### src/rtl/key_pkg.sv
// Shared definitions for the push-button conditioner: channel FSM encodings,
// 100 MHz timing defaults and the board-wide key indices.
package key_pkg;

  typedef enum logic [1:0] {
    KEY_RELEASED   = 2'b00,
    KEY_PRESS_DB   = 2'b01,
    KEY_PRESSED    = 2'b10,
    KEY_RELEASE_DB = 2'b11
  } key_state_e;

  localparam int unsigned DEF_DEBOUNCE_CYCLES   = 2000000;    // 20 ms at 100 MHz
  localparam int unsigned DEF_LONG_PRESS_CYCLES = 100000000;  // 1 s at 100 MHz

  localparam int unsigned KEY_COUNT = 5;
  localparam int unsigned KEY_LEFT  = 0;
  localparam int unsigned KEY_RIGHT = 1;
  localparam int unsigned KEY_UP    = 2;
  localparam int unsigned KEY_DOWN  = 3;
  localparam int unsigned KEY_MID   = 4;

endpackage

### src/rtl/key_debounce_channel.sv
// One button channel: 2-flop synchroniser, debounce FSM, hold counter and
// registered level / press / release / long-press outputs.
module key_debounce_channel
  import key_pkg::*;
#(
  parameter int unsigned DEBOUNCE_CYCLES   = DEF_DEBOUNCE_CYCLES,
  parameter int unsigned LONG_PRESS_CYCLES = DEF_LONG_PRESS_CYCLES
) (
  input  logic clk,
  input  logic reset,
  input  logic key_raw,
  output logic key_level,
  output logic press_pulse,
  output logic release_pulse,
  output logic long_press_pulse
);

  localparam int unsigned DebW  = $clog2(DEBOUNCE_CYCLES + 1);
  localparam int unsigned HoldW = $clog2(LONG_PRESS_CYCLES + 1);
  localparam logic [DebW-1:0]  DebMax   = DebW'(DEBOUNCE_CYCLES);
  localparam logic [HoldW-1:0] HoldMax  = HoldW'(LONG_PRESS_CYCLES);
  localparam logic [HoldW-1:0] HoldLast = HoldW'(LONG_PRESS_CYCLES - 1);

  logic             sync1_q, sync2_q;
  key_state_e       state_q, state_d;
  logic [DebW-1:0]  deb_q, deb_d;
  logic [HoldW-1:0] hold_q, hold_d;
  logic             press_q, press_d;
  logic             rel_q, rel_d;
  logic             long_q, long_d;

  always_ff @(posedge clk or negedge reset) begin
    if (!reset) begin
      sync1_q <= 1'b0;
      sync2_q <= 1'b0;
      state_q <= KEY_RELEASED;
      deb_q   <= '0;
      hold_q  <= '0;
      press_q <= 1'b0;
      rel_q   <= 1'b0;
      long_q  <= 1'b0;
    end else begin
      sync1_q <= key_raw;
      sync2_q <= sync1_q;
      state_q <= state_d;
      deb_q   <= deb_d;
      hold_q  <= hold_d;
      press_q <= press_d;
      rel_q   <= rel_d;
      long_q  <= long_d;
    end
  end

  always_comb begin
    state_d = state_q;
    deb_d   = deb_q;
    hold_d  = hold_q;
    press_d = 1'b0;
    rel_d   = 1'b0;
    long_d  = 1'b0;
    case (state_q)
      KEY_RELEASED: begin
        if (sync2_q) begin
          state_d = KEY_PRESS_DB;
          deb_d   = DebW'(1);
        end
      end
      KEY_PRESS_DB: begin
        if (!sync2_q) begin
          state_d = KEY_RELEASED;
          deb_d   = '0;
        end else if (deb_q == DebMax) begin
          state_d = KEY_PRESSED;
          press_d = 1'b1;
          hold_d  = '0;
        end else begin
          deb_d = deb_q + DebW'(1);
        end
      end
      KEY_PRESSED: begin
        if (!sync2_q) begin
          state_d = KEY_RELEASE_DB;
          deb_d   = DebW'(1);
        end else if (hold_q < HoldMax) begin
          // Saturating at HoldMax makes the long-press pulse fire once per hold.
          hold_d = hold_q + HoldW'(1);
          long_d = (hold_q == HoldLast);
        end
      end
      KEY_RELEASE_DB: begin
        // Returning to PRESSED keeps hold_q so a release bounce cannot re-arm long-press.
        if (sync2_q) begin
          state_d = KEY_PRESSED;
        end else if (deb_q == DebMax) begin
          state_d = KEY_RELEASED;
          rel_d   = 1'b1;
          deb_d   = '0;
        end else begin
          deb_d = deb_q + DebW'(1);
        end
      end
      default: begin
        state_d = KEY_RELEASED;
        deb_d   = '0;
        hold_d  = '0;
      end
    endcase
  end

  always_comb begin
    key_level        = (state_q == KEY_PRESSED) || (state_q == KEY_RELEASE_DB);
    press_pulse      = press_q;
    release_pulse    = rel_q;
    long_press_pulse = long_q;
  end

endmodule

### src/rtl/key_conditioner.sv
// Multi-channel push-button conditioner: N_KEYS independent debounce channels
// whose per-key outputs are gathered into bus-wide vectors.
module key_conditioner
  import key_pkg::*;
#(
  parameter int unsigned N_KEYS            = KEY_COUNT,
  parameter int unsigned DEBOUNCE_CYCLES   = DEF_DEBOUNCE_CYCLES,
  parameter int unsigned LONG_PRESS_CYCLES = DEF_LONG_PRESS_CYCLES
) (
  input  logic              clk,
  input  logic              reset,
  input  logic [N_KEYS-1:0] key_raw,
  output logic [N_KEYS-1:0] key_level,
  output logic [N_KEYS-1:0] press_pulse,
  output logic [N_KEYS-1:0] release_pulse,
  output logic [N_KEYS-1:0] long_press_pulse
);

  for (genvar i = 0; i < N_KEYS; i++) begin : g_chan
    key_debounce_channel #(
      .DEBOUNCE_CYCLES  (DEBOUNCE_CYCLES),
      .LONG_PRESS_CYCLES(LONG_PRESS_CYCLES)
    ) u_chan (
      .clk             (clk),
      .reset           (reset),
      .key_raw         (key_raw[i]),
      .key_level       (key_level[i]),
      .press_pulse     (press_pulse[i]),
      .release_pulse   (release_pulse[i]),
      .long_press_pulse(long_press_pulse[i])
    );
  end

endmodule

### config.mk
export PLATFORM = sky130hd
export DESIGN_NAME = key_conditioner
export DESIGN_NICKNAME = d
export VERILOG_FILES = /design/src/rtl/key_pkg.sv /design/src/rtl/key_debounce_channel.sv /design/src/rtl/key_conditioner.sv
export SDC_FILE = /design/constraint.sdc
export NUM_CORES = 1
export LEC_CHECK = 0
export CAP_MARGIN = 10
export CORE_MARGIN = 2
export CORE_UTILIZATION = 45
export CTS_CLUSTER_DIAMETER = 40
export CTS_CLUSTER_SIZE = 40
export DETAILED_ROUTE_END_ITERATION = 10
export DONT_BUFFER_PORTS = 1
export HOLD_SLACK_MARGIN = 0.05
export PLACE_DENSITY = 0.68
export SYNTH_ARGS = -nofsm -noshare
export SYNTH_HDL_FRONTEND = slang
export SYNTH_SLANG_ARGS = --single-unit
### constraint.sdc
create_clock -name clk -period 6.5 [get_ports clk]
set_input_delay 0.975 -clock clk [delete_from_list [all_inputs] [get_ports clk]]
set_output_delay 0.975 -clock clk [all_outputs]
set_load 0.02 [all_outputs]
======== After elaboration in Yosys (flattened, before gate mapping) ========
Index checks and enable logic that the tools add are counted.
word-level totals
  register bits ........................... 275
  bits in latches ......................... 0
  bits in writable memories ............... 0
  memory bits (read-only) ................. 0
  input bits .............................. 7
  output and inout bits ................... 20
  memories ................................ 0
operators by class
  add/subtract/negate cells ............... 10
  $mul .................................... 0
  div/mod/pow operators ................... 0
  $lt $le $gt $ge ......................... 5
  eq/ne operators ......................... 75
  shifts and indexed selects .............. 0
  multiplexer cells ....................... 135
  bitwise gates (word level) .............. 0
  reduce and logical (&&, ||, !) cells .... 30
operator list
  cell                                                    count
  2-to-1 mux 21 bit                                       30
  2-to-1 mux 27 bit                                       20
  case mux 21 bit (4 select lines)                        5
  case mux 27 bit (2 select lines)                        5
  adder 27 x 1 -> 27 bit (second input constant)          5
  == test 27 bit (second input constant)                  5
  less-than comparator 27 bit (second input constant)     5
  adder 21 x 1 -> 21 bit (second input constant)          5
  == test 21 bit (second input constant)                  5
  2-to-1 mux 2 bit                                        30
  inequality test 2 x 1 -> 1 bit (second input constant)  25
  2-to-1 mux 1 bit                                        40
  case mux 2 bit (4 select lines)                         5
  AND reduction 4 bit                                     10
  inequality test 3 bit (second input constant)           10
  AND reduction 5 bit                                     5
  == test 2 bit (second input constant)                   10
  inequality test 2 bit (second input constant)           10
  inequality test 3 x 1 -> 1 bit (second input constant)  5
  == test 2 x 1 -> 1 bit (second input constant)          5
  logical NOT 2 bit                                       5
  nonzero test 2 bit                                      5
  logical OR 1 bit                                        5

======== Logic depth before layout (Yosys ltp) ========
  depth in word-level cells ............... 4
  depth in mapped cells ................... 11
  mapped depth without buffers ............ 9

======== Cells and area by module ========
From an unflattened synthesis, not the netlist that was laid out.
second synthesis, totals
  cell total of the unflattened synthesis .. 1703
  area, all modules ....................... 15795.1 sq um
by module, submodules not included
  module                                       times used  cells an instance  area each (sq um)
  key_debounce_channel (g_chan[0].u_chan ...)  4           344                3176.8
  key_debounce_channel (g_chan[4].u_chan)      1           327                3088.0

======== Worst setup path before layout ========
OpenSTA, ideal clock, no wires.
  path kind ............................... register -> register
  from .................................... reg g_chan[0].u_chan.deb_q[0]
  to ...................................... reg g_chan[0].u_chan.hold_q[18]
  data arrival time ....................... 2.375 ns
  setup slack ............................. 4.055 ns
  stages on the path, launching flop included .. 10
  clock period less this slack ............ 2.445 ns
  cell sequence ........................... dfrtp_1 > inv_1 > ha_1 > nor4bb_1 > nand3_1 > o31ai_2 > o211ai_1 > clkbuf_1 > or4b_2 > nand3_1
on the way
  longest elaborated chain between the ends .. 3
ends and longest elaborated chain
  element                                   RTL line                    source
  start: declaration                        key_debounce_channel.sv:26  logic [DebW-1:0] deb_q, deb_d;
  start signal: assignment                  key_debounce_channel.sv:37  deb_q <= '0;
  start signal: assignment                  key_debounce_channel.sv:46  deb_q <= deb_d;
  == test 21 bit                            key_debounce_channel.sv:72  end else if (deb_q == DebMax) begin
  inequality test 2 x 1 -> 1 bit (no line)  n/a
  AND reduction 5 bit (no line)             n/a
  end signal: assignment                    key_debounce_channel.sv:47  hold_q <= hold_d;
  end: declaration                          key_debounce_channel.sv:27  logic [HoldW-1:0] hold_q, hold_d;
Every way passes these cells.
A chain may end at the register's enable or synchronous reset.

======== Final worst setup path ========
  from .................................... reg g_chan[3].u_chan.state_q[0]
  to ...................................... reg g_chan[3].u_chan.hold_q[0]
on the way
  longest elaborated chain between the ends .. 3
  elaborated cells between the ends (all ways) .. 9
ends and longest elaborated chain
  element                                                                         RTL line                    source
  start: declaration                                                              key_debounce_channel.sv:25  key_state_e state_q, state_d;
  start signal: assignment                                                        key_debounce_channel.sv:45  state_q <= state_d;
  == test 2 bit or == test 2 x 1 -> 1 bit (tied branches)                         key_debounce_channel.sv:61  case (state_q)
  inequality test 2 x 1 -> 1 bit (no line) or nonzero test 2 bit (tied branches)  n/a
  AND reduction 5 bit (no line)                                                   n/a
  end signal: assignment                                                          key_debounce_channel.sv:47
  end: declaration                                                                key_debounce_channel.sv:27
Several ways; a longest one is shown, not always the timed one.

==> results.sh <==
export IMPL_period_needed_ns=3.73
export IMPL_port_buffers=0
export IMPL_cts_buffers=49
export IMPL_core_area_mm2=0.0356
export IMPL_antenna_cells=0
export IMPL_dp_slack_ns=2.80
export IMPL_startpoint_type="register"
export IMPL_track_usage=0.193
export IMPL_synth_avg_cell_area_um2=8.54
export IMPL_synthFlopType="dfrtp_1"
export IMPL_die_area_mm2=0.0376
export IMPL_synth_top_area_frac=0.424
export IMPL_fillers=3240
export IMPL_io_pins=27
export IMPL_routedWlPerCell_um=15.4
export IMPL_worstSetupEndpointType="register"
export IMPL_synth_area_mm2=0.0162
export IMPL_drtAntennaViolNets=0
export IMPL_ctsHtreeMaxLevel=2
export IMPL_rr_startpoint="g_chan[3].u_chan.state_q[0]"
export IMPL_initial_core_util=0.456
export IMPL_antenna_found_initial=0
export IMPL_viasPerCell=6.09
export IMPL_skew_ns=0.0275
export IMPL_ys_types=79
export IMPL_ir_drop_uv=373
export IMPL_synth_async_reset_ratio=1.00
export IMPL_postCtsResizedCells=0
export IMPL_nNetsFinal=1895
export IMPL_cp_max_fo=29
export IMPL_crit_path_frequent_cell="inv_1"
export IMPL_hold_buffers=0
export IMPL_use_met3=0.0341
export IMPL_cp_slowest_cell="ha_1"
export IMPL_finalMaxSlewViolations=0
export IMPL_grt_pass1_vias=13500
export IMPL_detail_route_iter0_violations=1068
export IMPL_gp_congestion=0.840
export IMPL_yosysTopAreaCell="dfrtp_1"
export IMPL_routed_wl_um=36200
export IMPL_worstPathArrival_ns=4.15
export IMPL_hp_class="in -> async"
export IMPL_num_rows=69
export IMPL_clock_latency_ns=0.58
export IMPL_p_leak_uw=0.00766
export IMPL_clockBufferDepth=3
export IMPL_use_met1=0.265
export IMPL_die_h_um=194
export IMPL_drc=0
export IMPL_first_pass_iters=5
export IMPL_cts_tree="done"
export IMPL_top_usage_layer="met2"
export IMPL_cp_data_required_time_ns=6.92
export IMPL_final_core_util=0.512
export IMPL_synth_edf_count=0
export IMPL_finalHoldViolations=0
export IMPL_root_buffer="clkbuf_16"
export IMPL_syn_num_nets=1943
export IMPL_max_freq_mhz=268
export IMPL_status="finished clean"
export IMPL_critPathLaunch="g_chan[3].u_chan.state_q[0]"
export IMPL_ys_warn_count=0
export IMPL_tightest_slew_ns=1.05
export IMPL_dp_hpwl_um=22900
export IMPL_grt_overflow=0
export IMPL_synth_seq_area_share=0.424
export IMPL_crit_chain="inv_1 -> ha_1 -> inv_1 -> or4_1 -> o31a_1 -> and3_1 -> nand3_1 -> o21ai_0"
export IMPL_use_met2=0.311
export IMPL_tns_ns=0
export IMPL_slew_headroom=0.281
export IMPL_rsz0062_at_grt="no"
export IMPL_cpPeakStageDelay_ns=0.80
export IMPL_fin_crit_sh=0.574
export IMPL_area_delta_synth_final_pct=12.1
export IMPL_powerDensity_mw_per_mm2=367
export IMPL_post_cts_setup_buffers=0
export IMPL_setup_viol=0
export IMPL_layout_commonest_cell="dfrtp_1"
export IMPL_ys_ff_latch=275
export IMPL_vias=14300
export IMPL_fp_dieW_um=194
export IMPL_cap_viol_max_count=0
export IMPL_grt_max_degree=276
export IMPL_setup_slack_ns=2.77
export IMPL_most_common_layout_cells="dfrtp_1 (275), nand2_1 (251), nand3_1 (186)"
export IMPL_drive_gt1_frac=0.0797
export IMPL_grt_pass1_wl_um=63600
export IMPL_path_class="reg -> reg"
export IMPL_yosys_top_cells_area="dfrtp_1 (42%), nand2_1 (5.8%), nand3_1 (5.7%)"
export IMPL_path_clk_slew_ns=0.06
export IMPL_clock_sinks=275
export IMPL_synthCells=1901
==> synth_stat cells, types with 5 or more instances <==
| cell | number |
|---|---|
| nand4_1 | 63 |
| nor3b_1 | 6 |
| o211ai_1 | 35 |
| a211o_1 | 18 |
| and3_1 | 62 |
| or3_1 | 11 |
| mux2_2 | 8 |
| or2_2 | 15 |
| o31ai_1 | 14 |
| clkbuf_1 | 89 |
| nor4_1 | 42 |
| a22o_1 | 8 |
| inv_1 | 55 |
| o21ai_0 | 103 |
| a21o_1 | 8 |
| a41oi_1 | 11 |
| o21a_1 | 8 |
| xor2_1 | 7 |
| nand2b_1 | 27 |
| a21oi_1 | 69 |
| nand3b_1 | 23 |
| nor2b_1 | 9 |
| buf_4 | 20 |
| and4_1 | 13 |
| nor4bb_1 | 6 |
| nand3_1 | 186 |
| a211oi_1 | 5 |
| o221ai_1 | 15 |
| nand2_1 | 251 |
| xnor2_1 | 5 |
| ha_1 | 35 |
| nor2_1 | 115 |
| dfrtp_1 | 275 |
| nor4b_1 | 10 |
| and2_1 | 18 |
| or4_1 | 31 |
| nor3_1 | 37 |
| o311ai_0 | 7 |
| mux2i_1 | 11 |
| a31oi_1 | 88 |
| or4b_2 | 11 |
==> worst max-delay path: cells and delay by family (launching register included) <==
kind | cells | cell delay, ns
DFF | 1 | 0.44
AOI/OAI and AO/OA | 2 | 0.59
and+or+nand+nor | 3 | 1.40
adders and majority gates | 1 | 0.80
buffers and inverters | 2 | 0.35
==> metal layers <==
layer | vias to the layer above | part of all wire
li1 | 7050 | -
met1 | 6906 | 0.47
met2 | 312 | 0.46
met3 | 66 | 0.045
met4 | 0 | 0.021
met5 | - | 0
==> per-stage QoR <==
stage	hold slack, ns	instance area, µm²	cells	total power [µW]
detailed placement	0.339	16400	2261	3950
global placement	0.331	16400	2261	3900
floorplan	0.331	16200	1901	3540
finish	0.110	18200	2355	6670
CTS	0.0856	18200	2353	6730
global route	0.0845	18200	2355	7090
==> report_power, final <==
group          leakage, µW  internal [µW]  switching [µW]  total (µW)
registers          0.00377           1820             127        1950
logic              0.00303            561            1430        1990
clock network     0.000864           1750             978        2730
==> registers in the layout, indices dropped and copies added, names as in the netlist, named ones only <==
name	count
g_chan.u_chan.state_q	5
g_chan.u_chan.deb_q	105
g_chan.u_chan.sync2_q	5
g_chan.u_chan.sync1_q	5
g_chan.u_chan.long_press_pulse	5
g_chan.u_chan.press_pulse	5
g_chan.u_chan.release_pulse	5
g_chan.u_chan.hold_q	135
==> cells by family after synthesis <==
group | share of synthesized area
buffers and inverters | 0.0448
xor gates and xnor gates | 0.00648
DFF | 0.424
AOI/OAI and AO/OA | 0.177
muxes | 0.0123
adders and majority gates | 0.0270
and+or+nand+nor | 0.308
==> area by class of cell <==
cell class / count / area, µm² / share of cell area
inverters: 56 / 210 / 0.0116
well taps: 461 / 577 / 0.0317
multi-input cells: 1455 / 8630 / 0.474
clock buffers: 58 / 1340 / 0.0737
flip-flops and latches: 275 / 6880 / 0.378
clock inverters: 34 / 444 / 0.0244
repair buffers: 16 / 115 / 0.00633
==> worst paths after layout <==
| check | endpoint | cells after the start | slack, ns |
|---|---|---|---|
| setup / recovery | g_chan[3].u_chan.hold_q[0] | 8 | 2.77 |
| hold / removal | g_chan[3].u_chan.hold_q[25] | 0 | 0.11 |
| max in group asynchronous | g_chan[2].u_chan.deb_q[17] | 0 | 5.92 |
| setup reg to reg | g_chan[3].u_chan.hold_q[0] | 8 | 2.77 |
| hold reg to reg | g_chan[0].u_chan.sync2_q | 0 | 0.35 |
| min in group clk | g_chan[0].u_chan.sync2_q | 0 | 0.35 |
No activity file was read; power rests on OpenSTA's default activity.
